$ cat src/rtl/alu_md_pkg.sv
`default_nettype none
// +----------------------------------------------------------------------+
// | alu_md_pkg : op codes, FSM states and MD-op decode for alu_md        |
// | Rev 1.0                                                              |
// +----------------------------------------------------------------------+
package alu_md_pkg;

    localparam logic [3:0] OP_AND   = 4'b0000;
    localparam logic [3:0] OP_OR    = 4'b0001;
    localparam logic [3:0] OP_ADD   = 4'b0010;
    localparam logic [3:0] OP_XOR   = 4'b0011;
    localparam logic [3:0] OP_NOR   = 4'b0100;
    localparam logic [3:0] OP_SLTU  = 4'b0101;
    localparam logic [3:0] OP_SUB   = 4'b0110;
    localparam logic [3:0] OP_SLT   = 4'b0111;
    localparam logic [3:0] OP_MULT  = 4'b1000;
    localparam logic [3:0] OP_MULTU = 4'b1001;
    localparam logic [3:0] OP_DIV   = 4'b1010;
    localparam logic [3:0] OP_DIVU  = 4'b1011;
    localparam logic [3:0] OP_MFHI  = 4'b1100;
    localparam logic [3:0] OP_MFLO  = 4'b1101;

    typedef enum logic [1:0] {
        S_IDLE = 2'd0,
        S_ONE  = 2'd1,
        S_BUSY = 2'd2,
        S_DONE = 2'd3
    } state_t;

    // MULT/MULTU/DIV/DIVU occupy 10xx
    function automatic logic OP_IS_MD(input logic [3:0] op);
        return op[3] && !op[2];
    endfunction

endpackage
`default_nettype wire

$ cat src/rtl/md_unit.sv
`default_nettype none
// +----------------------------------------------------------------------+
// | md_unit : iterative shift-add multiply / restoring divide            |
// | Rev 1.0                                                              |
// +----------------------------------------------------------------------+
module md_unit #(
    parameter int WIDTH = 32
) (
    input  logic             clk,
    input  logic             rst_n,
    input  logic             start,
    input  logic             div_op,
    input  logic             signed_op,
    input  logic [WIDTH-1:0] a,
    input  logic [WIDTH-1:0] b,
    output logic             done,
    output logic [WIDTH-1:0] hi,
    output logic [WIDTH-1:0] lo,
    output logic             dbz
);

    localparam int CW = $clog2(WIDTH);

    logic             busy;
    logic [CW-1:0]    cnt;
    logic             is_div;
    logic             neg_q;
    logic             neg_r;
    logic             dbz_r;
    logic [WIDTH-1:0] mcand;
    logic [WIDTH-1:0] acc_hi;
    logic [WIDTH-1:0] acc_lo;

    logic             sa;
    logic             sb;
    logic [WIDTH-1:0] mag_a;
    logic [WIDTH-1:0] mag_b;

    assign sa    = signed_op && a[WIDTH-1];
    assign sb    = signed_op && b[WIDTH-1];
    assign mag_a = sa ? (~a + 1'b1) : a;
    assign mag_b = sb ? (~b + 1'b1) : b;

    logic [WIDTH:0]   mul_sum;
    logic [WIDTH:0]   div_sh;
    logic             div_ge;
    logic [WIDTH-1:0] div_diff;
    logic [WIDTH-1:0] step_hi;
    logic [WIDTH-1:0] step_lo;

    // One iteration; the final iteration's value feeds the sign fix-up directly
    always_comb begin
        mul_sum  = {1'b0, acc_hi} + (acc_lo[0] ? {1'b0, mcand} : '0);
        div_sh   = {acc_hi, acc_lo[WIDTH-1]};
        div_ge   = (div_sh >= {1'b0, mcand});
        div_diff = div_sh[WIDTH-1:0] - mcand;
        if (is_div) begin
            step_hi = div_ge ? div_diff : div_sh[WIDTH-1:0];
            step_lo = {acc_lo[WIDTH-2:0], div_ge};
        end else begin
            step_hi = mul_sum[WIDTH:1];
            step_lo = {mul_sum[0], acc_lo[WIDTH-1:1]};
        end
    end

    logic [2*WIDTH-1:0] prod_fix;
    logic [WIDTH-1:0]   q_fix;
    logic [WIDTH-1:0]   r_fix;

    always_comb begin
        prod_fix = neg_q ? (~{step_hi, step_lo} + 1'b1) : {step_hi, step_lo};
        q_fix    = neg_q ? (~step_lo + 1'b1) : step_lo;
        r_fix    = neg_r ? (~step_hi + 1'b1) : step_hi;
        if (is_div) begin
            hi = r_fix;
            lo = dbz_r ? '1 : q_fix;
        end else begin
            hi = prod_fix[2*WIDTH-1:WIDTH];
            lo = prod_fix[WIDTH-1:0];
        end
    end

    assign done = busy && (cnt == '0);
    assign dbz  = dbz_r;

    always_ff @(posedge clk or negedge rst_n) begin
        if (!rst_n) begin
            busy   <= 1'b0;
            cnt    <= '0;
            is_div <= 1'b0;
            neg_q  <= 1'b0;
            neg_r  <= 1'b0;
            dbz_r  <= 1'b0;
            mcand  <= '0;
            acc_hi <= '0;
            acc_lo <= '0;
        end else if (start) begin
            busy   <= 1'b1;
            cnt    <= CW'(WIDTH - 1);
            is_div <= div_op;
            neg_q  <= sa ^ sb;
            neg_r  <= sa;
            dbz_r  <= div_op && (b == '0);
            mcand  <= div_op ? mag_b : mag_a;
            acc_hi <= '0;
            acc_lo <= div_op ? mag_a : mag_b;
        end else if (busy) begin
            acc_hi <= step_hi;
            acc_lo <= step_lo;
            if (cnt == '0) begin
                busy <= 1'b0;
            end else begin
                cnt <= cnt - 1'b1;
            end
        end
    end

endmodule
`default_nettype wire

$ cat src/rtl/alu_md.sv
`default_nettype none
// +----------------------------------------------------------------------+
// | alu_md : EX-stage ALU with iterative multiply/divide and HI/LO       |
// | Rev 1.0                                                              |
// +----------------------------------------------------------------------+
module alu_md
    import alu_md_pkg::*;
#(
    parameter int WIDTH = 32
) (
    input  logic             clk,
    input  logic             rst_n,
    input  logic             in_valid,
    output logic             in_ready,
    input  logic [3:0]       op,
    input  logic [WIDTH-1:0] a,
    input  logic [WIDTH-1:0] b,
    output logic             out_valid,
    output logic [WIDTH-1:0] result,
    output logic             zero,
    output logic             ovf,
    output logic             div_by_zero
);

    state_t           state;
    logic [WIDTH-1:0] hi;
    logic [WIDTH-1:0] lo;

    logic             accept;
    logic             md_start;
    logic             md_done;
    logic [WIDTH-1:0] md_hi;
    logic [WIDTH-1:0] md_lo;
    logic             md_dbz;

    assign in_ready  = (state == S_IDLE);
    assign out_valid = (state == S_ONE) || (state == S_DONE);
    assign accept    = in_valid && in_ready;
    assign md_start  = accept && OP_IS_MD(op);

    md_unit #(.WIDTH(WIDTH)) u_md (
        .clk       (clk),
        .rst_n     (rst_n),
        .start     (md_start),
        .div_op    (op[1]),
        .signed_op (!op[0]),
        .a         (a),
        .b         (b),
        .done      (md_done),
        .hi        (md_hi),
        .lo        (md_lo),
        .dbz       (md_dbz)
    );

    logic [WIDTH-1:0] sum;
    logic [WIDTH-1:0] diff;
    logic [WIDTH-1:0] alu_res;
    logic             alu_ovf;

    always_comb begin
        sum     = a + b;
        diff    = a - b;
        alu_res = '0;
        alu_ovf = 1'b0;
        case (op)
            OP_AND:  alu_res = a & b;
            OP_OR:   alu_res = a | b;
            OP_ADD: begin
                alu_res = sum;
                alu_ovf = (a[WIDTH-1] == b[WIDTH-1]) && (sum[WIDTH-1] != a[WIDTH-1]);
            end
            OP_XOR:  alu_res = a ^ b;
            OP_NOR:  alu_res = ~(a | b);
            OP_SLTU: alu_res = {{(WIDTH-1){1'b0}}, (a < b)};
            OP_SUB: begin
                alu_res = diff;
                alu_ovf = (a[WIDTH-1] != b[WIDTH-1]) && (diff[WIDTH-1] != a[WIDTH-1]);
            end
            OP_SLT:  alu_res = {{(WIDTH-1){1'b0}}, ($signed(a) < $signed(b))};
            OP_MFHI: alu_res = hi;
            OP_MFLO: alu_res = lo;
            default: alu_res = '0;
        endcase
    end

    always_ff @(posedge clk or negedge rst_n) begin
        if (!rst_n) begin
            state       <= S_IDLE;
            result      <= '0;
            zero        <= 1'b1;
            ovf         <= 1'b0;
            div_by_zero <= 1'b0;
            hi          <= '0;
            lo          <= '0;
        end else begin
            case (state)
                S_IDLE: begin
                    if (accept) begin
                        if (OP_IS_MD(op)) begin
                            state <= S_BUSY;
                        end else begin
                            state       <= S_ONE;
                            result      <= alu_res;
                            zero        <= (alu_res == '0);
                            ovf         <= alu_ovf;
                            div_by_zero <= 1'b0;
                        end
                    end
                end
                S_BUSY: begin
                    // HI/LO land together with the result so an MFHI/MFLO right after DONE sees them
                    if (md_done) begin
                        state       <= S_DONE;
                        hi          <= md_hi;
                        lo          <= md_lo;
                        result      <= md_lo;
                        zero        <= (md_lo == '0);
                        ovf         <= 1'b0;
                        div_by_zero <= md_dbz;
                    end
                end
                default: state <= S_IDLE;
            endcase
        end
    end

endmodule
`default_nettype wire

$ cat config.mk
export PLATFORM = sky130hd
export DESIGN_NAME = alu_md
export DESIGN_NICKNAME = d
export VERILOG_FILES = /design/src/rtl/alu_md_pkg.sv /design/src/rtl/md_unit.sv /design/src/rtl/alu_md.sv
export SDC_FILE = /design/constraint.sdc
export NUM_CORES = 1
export LEC_CHECK = 0
export CORE_AREA = 3 3 251 253
export CTS_BUF_LIST = sky130_fd_sc_hd__clkbuf_4 sky130_fd_sc_hd__clkbuf_8
export DETAILED_ROUTE_END_ITERATION = 10
export DIE_AREA = 0 0 254 256
export GPL_TIMING_DRIVEN = 0
export PLACE_DENSITY = 0.59
export SLEW_MARGIN = 20
export SYNTH_ARGS = -nofsm -noshare
export SYNTH_HDL_FRONTEND = slang
export SYNTH_SLANG_ARGS = --single-unit
$ cat constraint.sdc
create_clock -name clk -period 11.3 [get_ports clk]
set_input_delay 3.39 -clock clk [delete_from_list [all_inputs] [get_ports clk]]
set_output_delay 3.39 -clock clk [all_outputs]
set_load 0.05 [all_outputs]
==> results.txt, run 1 <==
- Run status: finished, final reports clean
* Vias: 26110
- In this run, distinct cell masters in the synthesized netlist total 105.
- Chain of cells forming the critical path: clkdlybuf4s50_1 -> clkbuf_1 -> clkbuf_1 -> nor3_1 -> clkbuf_1 -> a2111oi_0 -> o211ai_1 -> nor4_1 -> nand4_1 -> nor4_1 -> nand4_1 -> or3_1 -> o211ai_2
- The most critical setup path has its startpoint at op[2].
- Top achievable clock speed: 115.3 MHz
- Number of enable-type register cells in the synthesized netlist: 0
- Remaining routing DRC violations: 0
- TritonCTS built the clock tree.
- The floorplan has 91 rows.
- Summed over all layers, the global routing overflow is 0.
* Final setup vio count: 0
- All-layer global routing usage: 33.25%
- The worst register-to-register path begins at u_md.acc_lo[31]$_DFFE_PN0P_.
- Across the run, the number of max-cap violations was 0.
* Final Instance Area: 25970 um^2
- Avg Vias per Cell: 6.419
- Final antenna-violating net count: 0
- Final estimated routing congestion in global placement: 1.005
* Final routed wire length divided by cell count: 27.71 um
* Count of input and output buffers: 107
- Cells after synthesis: 3095
- Proportion of layout cells with a drive suffix above 1: 5.311%
- After clock tree synthesis, the setup repair step added 0 buffers.
* Syn_nets: 3335
* Clock insertion delay at the later pin of the skew report: 0.61 ns
- The analysis attributes to cell leakage a power of 11.03 nW.
- Once routing completed, OpenROAD measured the worst setup slack at 2.627 ns.
* Post-Syn Area: 23000 um^2
- Max-slew violation count: 0
* Rel. slew slack: 19.97%
- For this design, the CTS-stage hold fixing added 0 buffers.
- Of all nets on the critical path, the largest fanout is 10.
- Prior to clock tree synthesis, the placed netlist has a worst setup slack of 2.393 ns.
* Buf/Inv on CP: 4
* Time the final worst path needs with I/O delays and setup: 8.673 ns
- Entering global routing, the biggest net connects 65 pins.
- Ratio of total power to cell area: 334.7 nW/um^2
- Final cycle utilization of the critical path: 76.75%
- Clock edge transition at the registers on the reported setup and hold paths: 0.06 ns
- Routed wire length: 112.7 mm
* Data required time of the worst path: 11.79 ns
- Overall power consumption after layout is estimated at 0.008693 W.
- The tree is rooted in a clkbuf_8.
* Share of synthesized area occupied by flip-flops and latches: 22.53%
* Number of hold violations in the final report: 0
- For this block, the initial DRC count from the detailed router was 3720.
* Setup skew after layout: 0.04428 ns
- Total core area: 61260 um^2
- Share of synthesized registers carrying an async set or reset: 100.0%
* I/O Pins: 108
* RSZ-0062 raised after global routing: no
* Library cell occupying the most area in the post-synthesis netlist: dfrtp_1
* Top post-synthesis cells by count: nand2_1 (389), nor2_1 (290), o21ai_0 (245)
* Die area: 65020 um^2
- DIE HEIGHT: 256 um
- Worst setup path category: in2reg
* Initial core utilization: 37.54%
* Post-cts repair resize count: 0
* #FFs+latches synth: 207
* Class of the worst hold path: reg2reg
* Top delay family on crit path: simple AND/OR/NAND/NOR gates
- First-pass GRT wire length: 160.6 mm
* Slew at the pin with the worst max-slew slack: 1.191 ns
- STA puts the critical path data arrival time at 9.17 ns.
- No sink is reached through more buffers than the 3 on the longest clock path.
- Synth top area cells: dfrtp_1 (22%), ha_1 (9.0%), nand2_1 (6.3%), xnor2_1 (5.4%), o21ai_0 (5.3%)
- Setup TNS after final layout: 0 ns
* Number of antenna violations at the first check in global routing: 3
* Sinks on the clock net: 207
- Count of H-tree levels built during CTS: 2
- Source of the worst hold timing path: lo[8]$_DFFE_PN0P_
- In the post-synthesis netlist, the cell with the most instances is nand2_1.
* Number of buffers added by the clock tree synthesis step: 38
- Area post-placement: 25180 um^2
- Yosys printed 0 warnings.
* Die W: 254 um
* Area share of the leading cell type in the synthesized netlist: 22.41%
- Cell with the largest stage delay on the worst path: a2111oi_0
* IR Drop Worst-Case VDD: 0.1678 mV
* Delay of the slowest cell on the worst path: 0.88 ns
- Dominant synthesized flop cell: dfrtp_1
* Number of global-route vias before repair: 23770
- The first detailed-routing pass ran for 6 iterations.
- Area growth syn-to-layout: 12.93%
* Endpoint class of the critical path: flip-flop
- In the final design database the tool counted 3487 nets.
* Average cell area after synthesis: 7.431 um^2
* Most frequent cell on the critical path: clkbuf_1
- Once detailed placement completed, the half-perimeter wirelength came to 90.71 mm.
- STA classifies the critical path startpoint as an input pin.
## kinds of logic (layout without fill, tap and decap cells)
group	Yosys count	count (layout)	share of synthesized area, %
muxes	79	79	3.514
buffers and inverters	339	520	5.756
and+or+nand+nor	1098	1098	22.29
xor gates and xnor gates	177	177	6.741
adders and majority gates	169	169	9.325
AOI/OAI and AO/OA	1026	1026	29.85
other	0	1	0
DFF	207	207	22.53
## cell usage in the layout (no fill, tap or decap), types with 83 or more instances in the layout
cell	instances
nor3_1	83
o21ai_0	245
a21oi_1	223
nor2_1	289
clkbuf_1	142
dfrtp_1	206
xnor2_1	141
ha_1	165
nand2_1	389
clkdlybuf4s50_1	106
inv_1	146
## layout make-up
type,instances,area [um^2]
fill,6508,35290
multi-input combinational,2549,16520
sequential,207,5181
timing repair buffer,112,1171
tap,790,988.4
buffer,188,757.0
clock buffer,59,724.4
inverter,151,566.8
clock inverter,10,58.81
antenna,1,2.502
## registers in the layout, indices dropped and copies added, names as in the netlist
name and flops:
u_md.acc_lo 32, result 32, u_md.dbz 1, u_md.cnt 5, ovf 1, div_by_zero 1
state 2, u_md.is_div 1, u_md.mcand 32, u_md.busy 1, u_md.neg_q 1, hi 32
zero 1, u_md.acc_hi 32, u_md.neg_r 1, lo 32
## power by group
part           total (W)  switching [W]  internal, W
combinational    0.00649        0.00435      0.00215
sequential       0.00142       0.000345      0.00107
clock           0.000781       0.000370     0.000411
## stage by stage
stage	hold WS, ns	utilization (%)	std cells
floorplan	0.4412	-	3095
global placement	0.4529	40.91	3992
detailed placement	0.4591	41.11	3997
CTS	0.4733	42.39	4066
global route	0.4929	42.39	4066
finish	0.4737	42.40	4067
## worst reg2reg max path, cell delays in order (launching register included)
cell and delay [ns]:
dfrtp_1 0.54, inv_1 0.33, ha_1 0.24, nand2b_1 0.16
a21oi_1 0.10, o211ai_1 0.39, nand3_1 0.46, a21oi_4 0.47
buf_2 0.38, o211ai_1 0.32, nor2_1 0.37, nand2_1 0.27
nor4_1 0.79, a31oi_1 0.35, o22ai_1 0.29, xnor2_1 0.27
o21ai_1 0.10
## worst paths after layout
kind,end,cells past startpoint,slack [ns]
max,zero$_DFFE_PN1P_,13,2.63
max in group asynchronous,lo[14]$_DFFE_PN0P_,3,7.63
max reg2reg,hi[22]$_DFFE_PN0P_,16,5.32
min in group asynchronous,u_md.mcand[22]$_DFFE_PN0P_,1,2.65
min,lo[8]$_DFFE_PN0P_,2,0.47
min reg2reg,lo[8]$_DFFE_PN0P_,2,0.47
## metal layers
metal | track usage, % | wire [um] | vias up | share of wire, %
li1 | - | - | 11610 | -
met1 | 47.18 | 47970 | 12600 | 43
met2 | 47.22 | 46270 | 1647 | 41
met3 | 10.09 | 13830 | 248 | 12
met4 | 11.98 | 4637 | 0 | 4.1
met5 | 0 | 0 | - | 0
No activity file was read; power rests on OpenSTA's default activity.
==> run 2: changes to the inputs <==
--- a/config.mk
+++ b/config.mk
@@ -10,7 +10,7 @@
 export DETAILED_ROUTE_END_ITERATION = 10
 export DIE_AREA = 0 0 254 256
 export GPL_TIMING_DRIVEN = 0
-export PLACE_DENSITY = 0.59
+export PLACE_DENSITY = 0.61
 export SLEW_MARGIN = 20
 export SYNTH_ARGS = -nofsm -noshare
 export SYNTH_HDL_FRONTEND = slang
==> constraint.sdc (replaced) <==
create_clock -name clk -period 7.9 [get_ports clk]
set_input_delay 2.37 -clock clk [delete_from_list [all_inputs] [get_ports clk]]
set_output_delay 2.37 -clock clk [all_outputs]
set_load 0.05 [all_outputs]
==> results.txt, run 2 (synthesis gave the netlist of run 1 again) <==
* Run status: finished, final reports clean
- The most numerous cell type found on the critical path is clkbuf_1.
- Remaining routing DRC violations: 0 (unchanged)
* Setup skew after layout: 0.04841 ns (+0.004131 ns)
- The largest fanout on the critical path was 10 (unchanged).
* Data required time of the worst path: 8.40 ns (-3.39 ns)
- DIE HEIGHT: 256 um (unchanged)
* Maximum capacitance violations: 0 (unchanged)
- Derived from the worst setup path, the maximum achievable clock frequency is 129.1 MHz.
* Number of antenna violations at the first check in global routing: 0 (-3)
- The number of H-tree levels came to 2 (unchanged).
- Post-cts repair resize count: 0 (unchanged)
- The die outline area came to 65020 um^2 (unchanged).
- The tree is rooted in a clkbuf_8.
- The final number of setup-violating endpoints was 0 (unchanged).
- Relative to the synthesized area, the layout overhead comes to 13.09%.
- Half-perimeter wire length after placement: 88.93 mm (-2.0%)
- The number of input and output port buffers inserted is 107 (unchanged).
* Number of hold violations in the final report: 0 (unchanged)
* First-pass GRT wire length: 160.0 mm (-0.37%)
- The worst setup slack after placement came to 0.09162 ns (-2.301 ns).
* Top library cells by usage in the layout, fill and taps aside: nand2_1 (389), nor2_1 (290), o21ai_0 (245)
* Delay of the slowest cell on the worst path: 0.80 ns (-0.08 ns)
* IR Drop Worst-Case VDD: 0.2368 mV (+41%)
- In this design, the largest share of critical-path delay is due to simple AND/OR/NAND/NOR gates.
* Time the final worst path needs with I/O delays and setup: 7.745 ns
- End-of-flow core utilization: 42.46% (+0.063 points)
- The remaining global-route overflow came to 0 (unchanged).
- The post-detailed-route via-to-cell ratio is 6.460 (+0.65%).
* Total core area: 61260 um^2 (unchanged)
- The post-route worst setup slack was 0.1552 ns (-2.472 ns).
- Cell with the largest stage delay on the worst path: a2111oi_0
* Iteration-0 DRC Markers: 3983 (+7.1%)
- The combined area of the multi-input logic cells is 16520 um^2 (about the same).
- The initial cell density of the core came to 37.54% (unchanged).
- CTS tree: yes
- Vias: 26260 (+0.57%)
- The total wire length was 110.5 mm (-1.9%).
- The critical path in this run is classified as in2reg.
- The total power divided by cell area came to 480.9 nW/um^2 (+44%).
- The share of post-route cells with drive strength above 1 was 5.194% (-0.12 points).
* Rel. slew slack: 13.22% (-6.8 points)
- The number of iterations in the first detailed-routing pass was 6 (unchanged).
* Sinks on the clock net: 207 (unchanged)
- Endpoint class of the critical path: flip-flop
- Number of global-route vias before repair: 24140 (+1.5%)
- Leading cell type in the layout, fill and taps excluded: nand2_1
- The signal on the critical path passes through clkdlybuf4s50_1 -> clkbuf_1 -> clkbuf_1 -> nor3_1 -> clkbuf_1 -> a2111oi_0 -> o211ai_1 -> nor4_1 -> nand4_1 -> nor4_1 -> nand4_1 -> or3_1 -> o211ai_2.
* Clock insertion delay at the later pin of the skew report: 0.59 ns (-0.02 ns)
- CP startpoint kind: input pin
- The post-CTS repair timing setup buffer count is 0 (unchanged).
- Count of fill cells added during filler insertion: 6427 (-1.2%)
- Buf/Inv on CP: 4 (unchanged)
- Die W: 254 um (unchanged)
- The average detailed-routed wire length per instance is 27.20 um (-1.8%).
* Hold_buf cts: 0 (unchanged)
- Data arrival, critical path: 8.24 ns (-0.93 ns)
- Total Nets Final: 3487 (unchanged)
- The area of all sequential standard cells came to 5181 um^2 (unchanged).
- After layout, the worst path uses 98.04% of the clock period.
* Number of buffers added by the clock tree synthesis step: 39 (+2.6%)
* Final antenna-violating net count: 0 (unchanged)
* Core Rows: 91 (unchanged)
- All-layer global routing usage: 32.73% (-0.52 points)
- Maximum number of pins on one net before global-route repair: 75 (+15%)
* Bufs on Longest Clock Path: 3 (unchanged)
- The area of all placed cells without fillers came to 26010 um^2 (+0.15%).
* RSZ-0062 raised after global routing: no
- The actual transition at the worst max-transition pin was 1.302 ns (+0.1104 ns).
- Max-slew violation count: 0 (unchanged)
- Lkg Pwr: 11.04 nW (about the same)
- Clock edge transition at the registers on the reported setup and hold paths: 0.06 ns (about the same)
- The global placer's final weighted congestion came to 1.030 (+2.5%).
* Class of the worst hold path: reg2reg
- Area post-placement: 25160 um^2 (-0.11%)
- I/O Pins: 108 (unchanged)
[run 2: cell types whose count changed in the layout (fill, tap and decap cells not counted), sizes merged]
cell / previous run / this run
bufinv: 0 / 2
inv: 147 / 146
buf: 52 / 51
clkinvlp: 2 / 3
clkinv: 12 / 11
clkbuf: 201 / 198
[run 2: report_power, final]
part / internal (W) / switching [W]
Sequential: 0.00154 / 0.000486
Clock: 0.000668 / 0.000527
Combinational: 0.00307 / 0.00622
[run 2: final timing paths]
path	startpoint	endpoint	slack, ns	cells past startpoint
setup / recovery	op[2]	zero$_DFFE_PN1P_	0.16	13
hold reg to reg	lo[16]$_DFFE_PN0P_	lo[16]$_DFFE_PN0P_	0.48	2
min in group asynchronous	rst_n	u_md.mcand[27]$_DFFE_PN0P_	1.74	1
max in group asynchronous	rst_n	lo[3]$_DFFE_PN0P_	5.33	2
hold / removal	lo[16]$_DFFE_PN0P_	lo[16]$_DFFE_PN0P_	0.48	2
setup reg to reg	u_md.is_div$_DFFE_PN0P_	hi[22]$_DFFE_PN0P_	2.06	11
[run 2: tightest hold or removal path, delay by kind of cell, from the launching register on]
kind / cells / cell delay (ns)
flops: 1 / 0.34
simple gates: 2 / 0.10
[run 2: metrics by stage]
step / cells / hold slack, ns / TNS, ns / total power [W]
global route: 4063 / 0.4915 / 0 / 0.01319
global placement: 3992 / 0.4538 / -989.33 / 0.01091
floorplan: 3095 / 0.4412 / 0 / 0.007975
finish: 4064 / 0.4770 / 0 / 0.01251
CTS: 4063 / 0.4772 / 0 / 0.01217
detailed placement: 3996 / 0.4625 / 0 / 0.01094
[run 2: routing by layer]
layer,part of all wire (%),vias up,track usage (%)
met5,0,-,0
met4,4.4,0,11.80
met3,12,292,7.906
met2,41,1898,47.30
met1,42,12450,47.01
li1,-,11620,-
[run 2: cell type report]
class                           count  area share (%)
Multi-Input combinational cell   2549           63.51
Timing Repair Buffer              111           4.397
Sequential cell                   207           19.92
Clock inverter                     11          0.4329
Tap cell                          790           3.800
Clock buffer                       56           2.843
Inverter                          151           2.179
Buffer                            188           2.910
Antenna cell                        1        0.009621
